<file path="src/rtl/regfile_writeback.sv">
// Write-side initiator for the 32x32 register file.
// ALU results always take the single write port the following cycle; load
// results are aligned, extended and queued, then drained into cycles the ALU
// leaves free. A younger ALU write to the same rd kills any older queued load
// so the load can never overwrite the newer value.
module regfile_writeback #(
    parameter int LD_DEPTH = 4,
    parameter int CNT_W    = 3
) (
    input  logic             clk,
    input  logic             reset,
    input  logic             alu_valid,
    input  logic [4:0]       alu_rd,
    input  logic [31:0]      alu_data,
    input  logic             ld_valid,
    output logic             ld_ready,
    input  logic [4:0]       ld_rd,
    input  logic [31:0]      ld_data,
    input  logic [2:0]       ld_funct3,
    input  logic [1:0]       ld_byte_off,
    output logic [4:0]       rf_rd,
    output logic [31:0]      rf_write_data,
    output logic             rf_reg_write,
    output logic [31:0]      ld_busy_mask,
    output logic [CNT_W-1:0] ld_count
);

    localparam int PTR_W = (LD_DEPTH > 1) ? $clog2(LD_DEPTH) : 1;

    logic [31:0]         fifo_ext [LD_DEPTH];
    logic [4:0]          fifo_rd  [LD_DEPTH];
    logic [LD_DEPTH-1:0] fifo_live;
    logic [LD_DEPTH-1:0] entry_valid;
    logic [PTR_W-1:0]    wr_ptr;
    logic [PTR_W-1:0]    rd_ptr;

    logic        alu_claim;
    logic        enq;
    logic        head_valid;
    logic        head_live;
    logic        pop;
    logic        load_write;
    logic [31:0] shifted;
    logic [31:0] ext;

    assign ld_ready   = (ld_count < CNT_W'(LD_DEPTH));
    assign alu_claim  = alu_valid && (alu_rd != 5'd0);
    assign enq        = ld_valid && ld_ready;
    assign head_valid = (ld_count != '0);
    assign head_live  = fifo_live[rd_ptr];
    assign load_write = head_valid && head_live && !alu_claim;
    assign pop        = head_valid && (!head_live || !alu_claim);

    // Align the memory word to the byte offset and sign/zero-extend by load type.
    always_comb begin
        shifted = ld_data >> {ld_byte_off, 3'b000};
        ext     = ld_data;
        case (ld_funct3)
            3'd0:    ext = {{24{shifted[7]}}, shifted[7:0]};
            3'd1:    ext = {{16{shifted[15]}}, shifted[15:0]};
            3'd4:    ext = {24'd0, shifted[7:0]};
            3'd5:    ext = {16'd0, shifted[15:0]};
            default: ext = ld_data;
        endcase
    end

    // An entry is occupied when its distance from the head is below the count.
    always_comb begin
        entry_valid = '0;
        for (int i = 0; i < LD_DEPTH; i++) begin
            entry_valid[i] = ({1'b0, PTR_W'(i) - rd_ptr} < ld_count);
        end
    end

    // Busy mask is derived only from stored FIFO state, so it never depends on this cycle's inputs.
    always_comb begin
        ld_busy_mask = '0;
        for (int i = 0; i < LD_DEPTH; i++) begin
            if (entry_valid[i] && fifo_live[i]) begin
                ld_busy_mask[fifo_rd[i]] = 1'b1;
            end
        end
        ld_busy_mask[0] = 1'b0;
    end

    // Load FIFO: enqueue, kill on younger ALU writes, and pop the head.
    always_ff @(posedge clk or posedge reset) begin
        if (reset) begin
            wr_ptr    <= '0;
            rd_ptr    <= '0;
            ld_count  <= '0;
            fifo_live <= '0;
            for (int i = 0; i < LD_DEPTH; i++) begin
                fifo_ext[i] <= '0;
                fifo_rd[i]  <= '0;
            end
        end else begin
            for (int i = 0; i < LD_DEPTH; i++) begin
                if (alu_claim && entry_valid[i] && (fifo_rd[i] == alu_rd)) begin
                    fifo_live[i] <= 1'b0;
                end
            end
            if (enq) begin
                fifo_ext[wr_ptr]  <= ext;
                fifo_rd[wr_ptr]   <= ld_rd;
                fifo_live[wr_ptr] <= (ld_rd != 5'd0) && !(alu_claim && (ld_rd == alu_rd));
                wr_ptr            <= wr_ptr + PTR_W'(1);
            end
            if (pop) begin
                rd_ptr <= rd_ptr + PTR_W'(1);
            end
            case ({enq, pop})
                2'b10:   ld_count <= ld_count + CNT_W'(1);
                2'b01:   ld_count <= ld_count - CNT_W'(1);
                default: ld_count <= ld_count;
            endcase
        end
    end

    // Write port: ALU has priority, otherwise a live head drains; idle cycles hold rd/data.
    always_ff @(posedge clk or posedge reset) begin
        if (reset) begin
            rf_reg_write  <= 1'b0;
            rf_rd         <= '0;
            rf_write_data <= '0;
        end else if (alu_claim) begin
            rf_reg_write  <= 1'b1;
            rf_rd         <= alu_rd;
            rf_write_data <= alu_data;
        end else if (load_write) begin
            rf_reg_write  <= 1'b1;
            rf_rd         <= fifo_rd[rd_ptr];
            rf_write_data <= fifo_ext[rd_ptr];
        end else begin
            rf_reg_write  <= 1'b0;
        end
    end

endmodule

</file>
<file path="config.mk">
export PLATFORM = sky130hd
export DESIGN_NAME = regfile_writeback
export DESIGN_NICKNAME = d
export VERILOG_FILES = /design/src/rtl/regfile_writeback.sv
export SDC_FILE = /design/constraint.sdc
export NUM_CORES = 1
export LEC_CHECK = 0
export ABC_AREA = 1
export CORE_MARGIN = 2
export CORE_UTILIZATION = 51
export DETAILED_ROUTE_END_ITERATION = 10
export PLACE_DENSITY = 0.8
export SLEW_MARGIN = 20
export SYNTH_ARGS = -nofsm -noshare
export SYNTH_HDL_FRONTEND = slang
export SYNTH_SLANG_ARGS = --single-unit
</file>
<file path="constraint.sdc">
create_clock -name clk -period 6.7 [get_ports clk]
set_clock_uncertainty 0.05 [all_clocks]
set_input_delay 1.34 -clock clk [delete_from_list [all_inputs] [get_ports clk]]
set_output_delay 1.34 -clock clk [all_outputs]
set_load 0.005 [all_outputs]
</file>
==> metrics, run 1 <==
top-level I/O count 157; initial antenna violation count 0; CP required 5310 ps; crit-path leading delay family simple AND/OR/NAND/NOR gates; sequential area share after synthesis 41.3%; via count between 10k and 15k; area growth from synthesis to layout 18.1%; CTS root buffer clkbuf_16; Reg clk slew, reported paths 80 ps; WP buf/inv 4; worst-path cell chain inv_2 -> nor2_2 -> nor2_1 -> inv_1 -> ha_1 -> inv_1 -> nor2_1 -> a21oi_4 -> nand2_2 -> nor2_1 -> nand2_1 -> nand3_1 -> clkdlybuf4s50_1; synthesized instance count 1,781; CTS tree yes; top layer in use met4; Max transition margin 35.9%; Total Wirelength around 39,000 um; GRT Total Usage 32.0%; CP arrival about 3500 ps; syn avg cell area 6.70 um^2; # rows 55; core area approximately 23,000 um^2; f_max ~210 MHz; Post-CTS Setup Bufs 0; routed length on met2 18,100 um; minimum clock period 4840 ps; Slew @ Worst Pin approximately 960 ps; fin crit share 72.2%; die area 24,700 um^2; Die Wd 157 um; Hold Fails Final Rpt 0; Post-synth EDFFs 0; CTS HTree Levels 4; hold crit path type flip-flop to flip-flop; Setup WS pre-CTS 2390 ps; element type at the critical path start flip-flop; pin count of the biggest net entering global routing 198; post-synth top area share between 40% and 50%; top cells by area, synth dfrtp_1, nand2_1, nand3_1; DR WL/cell 17.9 um; Routed met3 length ~4000 um; Peak VDD IR 336 uV; syn_nets ~1.9k; DR DRC count 0; Starting DRT DRC Count 1,322; Setup CP Type flip-flop to primary output; Slowest-stage cell, CP clkdlybuf4s50_1; count leader, synth nand2_1; Clock Sinks 197; Post-synth ARST share 100%; DP Wirelength between 20,000 and 30,000 um; ANT nets after route 0; overflow left after global routing 0; worst-path maximum fanout 16; Post-synth top cells nand2_1, dfrtp_1, nand3_1; antenna diode instance count 0; Yosys cell types 29; final slew viol count 0; most used cell, CP nor2_1; CP peak stage delay around 500 ps; P_leak 7.23 nW; max cap viols 0; post-route setup slack 1860 ps; Num CTS Buffers 17; RSZ-0062 raised after global routing false; pwr dens approximately 440 nW/um^2; NumNets Final 1,955; Routability Congestion 0.967; share of cells above drive strength 1 4.75%; first-pass GRT wire length 61,800 um; vias in the first global route 11.7k; router iterations before antenna repair 6; largest area contributor in the netlist dfrtp_1; port bufs 155; CTS-repair resized insts 0; hold buffers post-CTS 0; initial cell density of the core 52.3%; status completed; die height 157 um; final setup TNS 0 ps; met1 wire length between 15,000 and 20,000 um; Critical Path End Type primary output; clk_lat worst skew 440 ps; #FFs+latches synth 197; Via density 5.64; top_reg_cell synth dfrtp_1; Setup-failing EPs final 0; Synth Cell Area 11,900 um^2; Ys Warns 0; Max Buffers Root-to-Sink 2
-- per-stage QoR --
stage | utilization, % | area (um^2) | hold slack (ps) | cells | power, mW
4_1_cts | 61.6 | 14100 | 435 | 2187 | 6.17
3_3_place_gp | 58.7 | 13400 | 413 | 2155 | 4.95
6_report | 61.7 | 14100 | 435 | 2188 | 6.22
3_5_place_dp | 58.7 | 13400 | 415 | 2155 | 5.02
2_1_floorplan | - | 11900 | 399 | 1781 | 3.97
5_1_grt | 61.7 | 14100 | 445 | 2188 | 6.65
-- kinds of logic after synthesis --
group / Yosys count / share of synthesized area [%]
xor+xnor: 21 / 1.54
fa+ha+maj: 10 / 1.11
buf+inv: 205 / 8.03
compound gates: 74 / 3.20
other cells: 1 / 0.0314
simple gates: 1273 / 44.8
flops: 197 / 41.3
-- metal layers --
layer  vias to the layer above  track usage, %
met5                         -               0
met4                         0            10.9
met3                        84            5.75
met2                       677            50.7
met1                      5797            44.6
li1                       5792               -
-- tightest hold or removal path, delay by kind of cell (launching register included) --
kind / cells / cell delay [ps]
and+or+nand+nor: 2 / 100
DFF: 1 / 350
-- final timing paths --
kind	startpoint	end	slack, ps	cells after the start
worst max-delay path	rd_ptr[0]	ld_busy_mask[31]	1860	13
worst min-delay path	fifo_ext[25]	fifo_ext[25]	430	2
worst max register to register	rd_ptr[0]	ld_count[2]	3800	15
worst min register to register	fifo_ext[25]	fifo_ext[25]	430	2
max in group asynchronous	reset	fifo_ext[13]	4340	4
min in group asynchronous	reset	fifo_ext[100]	1270	3
-- report_power, final --
group	internal, mW	total, mW	switching [mW]
combinational	1.02	2.91	1.89
clock	0.591	1.14	0.550
sequential	1.73	2.17	0.447
-- flip-flops by register name, indices dropped and copies added, names as in the netlist --
register and cells:
ld_count 3, wr_ptr 2, rf_write_data 32, rf_reg_write 1, fifo_ext 128, fifo_live 4
fifo_rd 20, rd_ptr 2, rf_rd 5
-- layout by cell type (no fill, tap or decap) --
master,n
clkinv_8,6
xnor2_1,14
nand2_1,876
a21oi_1,31
nor3_4,1
nand2_2,8
conb_1,1
o21ai_0,42
xor2_1,7
clkdlybuf4s50_1,155
dfrtp_1,197
nor2_4,1
nor3_1,19
clkbuf_16,17
nor2_2,6
nand3b_1,1
clkinv_1,1
inv_6,1
nor2_1,85
clkinvlp_4,1
nor2b_1,1
bufinv_16,2
buf_12,1
ha_1,9
inv_2,9
nand3_1,186
fa_1,1
a21oi_4,1
inv_1,90
inv_8,4
inv_12,2
buf_4,9
or2_2,7
nand4_1,70
buf_16,1
nand3_2,12
-- area by class of cell --
type	count	area, um^2
Timing Repair Buffer	166	1670
Sequential cell	197	4930
Multi-Input combinational cell	1379	6070
Fill cell	2126	8740
Clock inverter	15	244
Inverter	101	383
Tap cell	313	392
Clock buffer	17	425
Power figures use the tool's default switching activity.
==> run 2: changes to the inputs <==
==> constraint.sdc (replaced) <==
create_clock -name clk -period 4.1 [get_ports clk]
set_clock_uncertainty 0.05 [all_clocks]
set_input_delay 0.82 -clock clk [delete_from_list [all_inputs] [get_ports clk]]
set_output_delay 0.82 -clock clk [all_outputs]
set_load 0.005 [all_outputs]
==> run 2 against run 1 <==
Net effect:
- highest routed layer unchanged
- sequential power is 62% higher
- hold slack worse by 1.2 ps
- largest power group unchanged
- sequential cell count stayed put
- largest cell class unchanged
- non-clock buffer count is 10 higher
- critical endpoint is now ld_busy_mask[18]
- combinational power is 67% higher
- total power is 62% higher
- via count is 0.61% lower
- setup slack worse by 1600 ps
==> metrics, run 2 (synthesized netlist as in run 1, its figures left out) <==
DP Wirelength 26,600 um; NumNets Final 1,965; CP required 3230 ps; Setup-failing EPs final 0; combinational share of power 48.1%; Seq pwr share approximately a third; core area 22,800 um^2; pin count of the biggest net entering global routing 112; Starting DRT DRC Count 1,317; Num CTS Buffers 17; f_max 258 MHz; Cell Int Power 5.36 mW; DR WL/cell 18.1 um; minimum clock period around 3900 ps; initial cell density of the core a little over half; Net Switching ~4.7 mW; element type at the critical path start flip-flop; switch share a little under half; first-pass GRT wire length 61,900 um; placed cell area ~13,000 um^2; post-route setup slack around 220 ps; commonest non-fill, non-tap cell in the layout nand2_1; antenna diode instance count 0; status completed; Routability Congestion 0.981; Reg clk slew, reported paths 70 ps; Setup CP Type flip-flop to primary output; biggest registers after layout fifo_ext x128, rf_write_data x32, fifo_rd x20; max cap viols 0; die area 24,700 um^2; # rows 55; ANT nets after route 0; Largest register FFs 128; final slew viol count 0; Total Wirelength 39,800 um; final setup TNS 0 ps; multi-input combinational cell area 6060 um^2; Peak VDD IR between 400 and 500 uV; commonest non-fill, non-tap cells in the layout nand2_1, dfrtp_1, nand3_1; vias in the first global route 11.6k; Sequential cell area between 4000 and 5000 um^2; top-level I/O count 157; GRT Total Usage around a third; final core occ 61.7%; Finished Layout Cells roughly 2.2k; P_leak 7.25 nW; proportion of power drawn by the clock network 16.9%; DR DRC count 0; Fin Hold WS 433 ps; hold crit path type flip-flop to flip-flop; hold buffers post-CTS 0; Hold Fails Final Rpt 0; Slew @ Worst Pin between 900 and 1000 ps; area growth from synthesis to layout 18.1%; worst-path maximum fanout 7; Fillers 2,128; via count 12.3k; router iterations before antenna repair 6; Critical Path End Type primary output; post-route cell area 14,100 um^2; CP arrival 3010 ps; pwr dens between 700 and 800 nW/um^2; Total Power 10.1 mW; CTS tree yes; post-placement cell count around 2.2k; fin crit share 94.5%; Most flops, register fifo_ext; Max Buffers Root-to-Sink 2; overflow left after global routing 0; die height around 160 um; Via density 5.58; clk_lat worst skew about 440 ps; RSZ-0062 raised after global routing true; CTS root buffer clkbuf_16; Setup WS pre-CTS 729 ps; CTS HTree Levels 4; Die Wd between 150 and 200 um; initial antenna violation count 0; Post-CTS Setup Bufs 0; Clock Sinks between 150 and 200; CTS-repair resized insts 0; Max transition margin 37.8%; port bufs 155; share of cells above drive strength 1 5.04%
run 2: per-layer routing:
layer / GRT usage, % / routed length [um]
met1: 44.6 / 16500
met2: 51.0 / 18300
met3: 6.53 / 3900
met4: 11.8 / 1080
met5: 0 / 0
run 2: power groups by stage:
stage          Combinational, mW  Sequential, mW  Clock [mW]
2_1_floorplan               3.19            3.29           0
3_3_place_gp                4.66            3.51           0
3_5_place_dp                4.74            3.53           0
4_1_cts                     4.78            3.50        1.72
5_1_grt                     5.32            3.62        1.80
6_report                    4.85            3.52        1.71
run 2: critical path, stage by stage, from the launching register on:
cell and delay, ps:
dfrtp_1 460, inv_2 110, nor2_2 40, nor2_1 160
ha_1 250, inv_1 60, nor2_1 30, nand2_1 120
nand3_1 270, nor2_1 350, nand2_1 110, nand4_1 100
clkdlybuf4s50_1 510
run 2: worst paths after layout:
path,startpoint,cells after the start,slack [ps],end
max,rd_ptr[0],12,220,ld_busy_mask[18]
min,fifo_ext[66],2,430,fifo_ext[66]
max reg2reg,rd_ptr[0],15,1260,ld_count[2]
min reg2reg,fifo_ext[66],2,430,fifo_ext[66]
max in group asynchronous,reset,3,2470,fifo_ext[86]
min in group asynchronous,reset,2,640,fifo_ext[102]
run 2: layout make-up:
type                       instances  area share, %
sequential                       197           35.0
clock buffer                      18           3.11
clock inverter                    14           1.22
timing repair buffer             176           12.3
multi-input combinational       1379           42.9
tap                              313           2.78
inverter                         101           2.71
==> run 3: changes to the inputs <==
--- a/config.mk
+++ b/config.mk
@@ -6,7 +6,6 @@
 export NUM_CORES = 1
 export LEC_CHECK = 0
 export ABC_AREA = 1
-export CORE_MARGIN = 2
 export CORE_UTILIZATION = 51
 export DETAILED_ROUTE_END_ITERATION = 10
 export PLACE_DENSITY = 0.8
==> run 3 against run 2 <==
Net effect:
- critical path depth stayed put
- setup slack worse by 27 ps
- sequential power is 1% higher
- sequential share of layout area hardly changed
- wire length is 1.9% lower
- non-clock buffer count is 1 lower
- largest power group unchanged
- register-to-register slack worse by 60 ps
- total power is 0.49% lower
- combinational power is 2% lower
- global-route usage is 0.56 points higher
==> metrics, run 3 (synthesized netlist as in run 1, its figures left out) <==
final slew viol count 0; biggest registers after layout fifo_ext x128, rf_write_data x32, fifo_rd x20; Routability Congestion 1.02; die height between 150 and 200 um; port bufs around 160; Post-CTS Setup Bufs 0; most used cell, CP nor2_1; CTS tree yes; Via density 5.61; P_leak 7.24 nW; first-pass GRT wire length just over 60,000 um; commonest non-fill, non-tap cell in the layout nand2_1; post-route setup slack roughly 200 ps; Total Wirelength between 30,000 and 40,000 um; Peak VDD IR 341 uV; fin crit share 95.2%; worst-path cell chain inv_1 -> nor2_2 -> nor2_1 -> ha_1 -> inv_1 -> nor2_1 -> nand2_1 -> nand3_1 -> nor2_1 -> nand2_1 -> nand4_1 -> clkdlybuf4s50_1; status completed; core area between 20,000 and 25,000 um^2; pwr dens 712 nW/um^2; Max Buffers Root-to-Sink 2; area growth from synthesis to layout 18.0%; Total Power 10.0 mW; Setup WS pre-CTS ~740 ps; Setup CP Type flip-flop to primary output; Reg clk slew, reported paths ~80 ps; max cap viols 0; Slowest-stage cell, CP clkdlybuf4s50_1; Fillers roughly 2.1k; hold crit path type flip-flop to flip-flop; minimum clock period ~3900 ps; worst-path maximum fanout 7; Largest register FFs 128; Num CTS Buffers 17; f_max 256 MHz; Starting DRT DRC Count 1,283; Max transition margin 41.7%; hold buffers post-CTS 0; CTS root buffer clkbuf_16; vias in the first global route 11.5k; Hold Fails Final Rpt 0; DR DRC count 0; pin count of the biggest net entering global routing 107; initial antenna violation count 0; element type at the critical path start flip-flop; post-route cell area about 14,000 um^2; Most flops, register fifo_ext; clk_lat worst skew 450 ps; RSZ-0062 raised after global routing true; final setup TNS 0 ps; ANT nets after route 0; placed cell area about 13,000 um^2; router iterations before antenna repair 6; commonest non-fill, non-tap cells in the layout nand2_1, dfrtp_1, nand3_1; CTS HTree Levels 4; # rows 55; die area approximately 24,000 um^2; NumNets Final between 1.5k and 2k; overflow left after global routing 0; GRT Total Usage 33.0%; antenna diode instance count 0; Slew @ Worst Pin 874 ps; share of cells above drive strength 1 between 4 and 5%; CP arrival ~3000 ps; via count 12.3k; CP peak stage delay around 530 ps; Critical Path End Type primary output; top-level I/O count 157; Setup-failing EPs final 0; initial cell density of the core 52.4%; Clock Sinks roughly 200; DR WL/cell 17.8 um; DP Wirelength 26,100 um; Die Wd roughly 160 um; Fin Hold WS 431 ps; CTS-repair resized insts 0; CP required 3230 ps
-- run 3: cell types whose count changed in the layout (fill, tap and decap cells not counted) --
cell / previous run / this run
clkinvlp_4: 1 / 3
clkinv_4: 1 / 0
inv_8: 3 / 4
clkinv_8: 5 / 3
inv_12: 1 / 2
clkinv_2: 1 / 0
buf_4: 19 / 18
-- run 3: worst paths after layout --
| kind | from | end | slack [ps] | cells after the start |
|---|---|---|---|---|
| hold reg to reg | fifo_ext[42] | fifo_ext[42] | 430 | 2 |
| hold / removal | fifo_ext[42] | fifo_ext[42] | 430 | 2 |
| setup / recovery | rd_ptr[1] | ld_busy_mask[20] | 200 | 12 |
| setup reg to reg | rd_ptr[1] | ld_count[2] | 1200 | 15 |
| min in group asynchronous | reset | fifo_ext[4] | 790 | 3 |
| max in group asynchronous | reset | rf_write_data[17] | 2660 | 3 |
-- run 3: worst max-delay path: cells and delay by family, from the launching register on --
family	cells	cell delay, ps
fa+ha+maj	1	270
buf+inv	3	700
flops	1	490
simple gates	8	1130
-- run 3: stage by stage --
step	instances	util [%]
floorplan	1781	-
detailed placement	2165	59.2
finish	2197	61.9
global placement	2165	59.2
CTS	2197	61.9
global route	2197	61.9
-- run 3: per-layer routing --
layer / vias up / track usage, % / share of wire (%)
met5: - / 0 / 0
met4: 0 / 12.3 / 2.9
met3: 87 / 5.07 / 9.5
met2: 694 / 51.2 / 46
met1: 5736 / 46.6 / 42
li1: 5800 / - / -
-- run 3: layout make-up --
class | instances | area [um^2] | share of cell area, %
multi-input combinational | 1379 | 6060 | 43.0
sequential | 197 | 4930 | 35.0
timing repair buffer | 175 | 1730 | 12.3
clock buffer | 18 | 439 | 3.12
tap | 313 | 392 | 2.78
inverter | 101 | 383 | 2.72
clock inverter | 14 | 168 | 1.19
-- run 3: report_power, final --
group	total [mW]	leakage, nW	internal [mW]	switching, mW
Combinational	4.76	4.46	1.69	3.08
Clock	1.70	0.290	0.847	0.854
Sequential	3.56	2.49	2.82	0.741
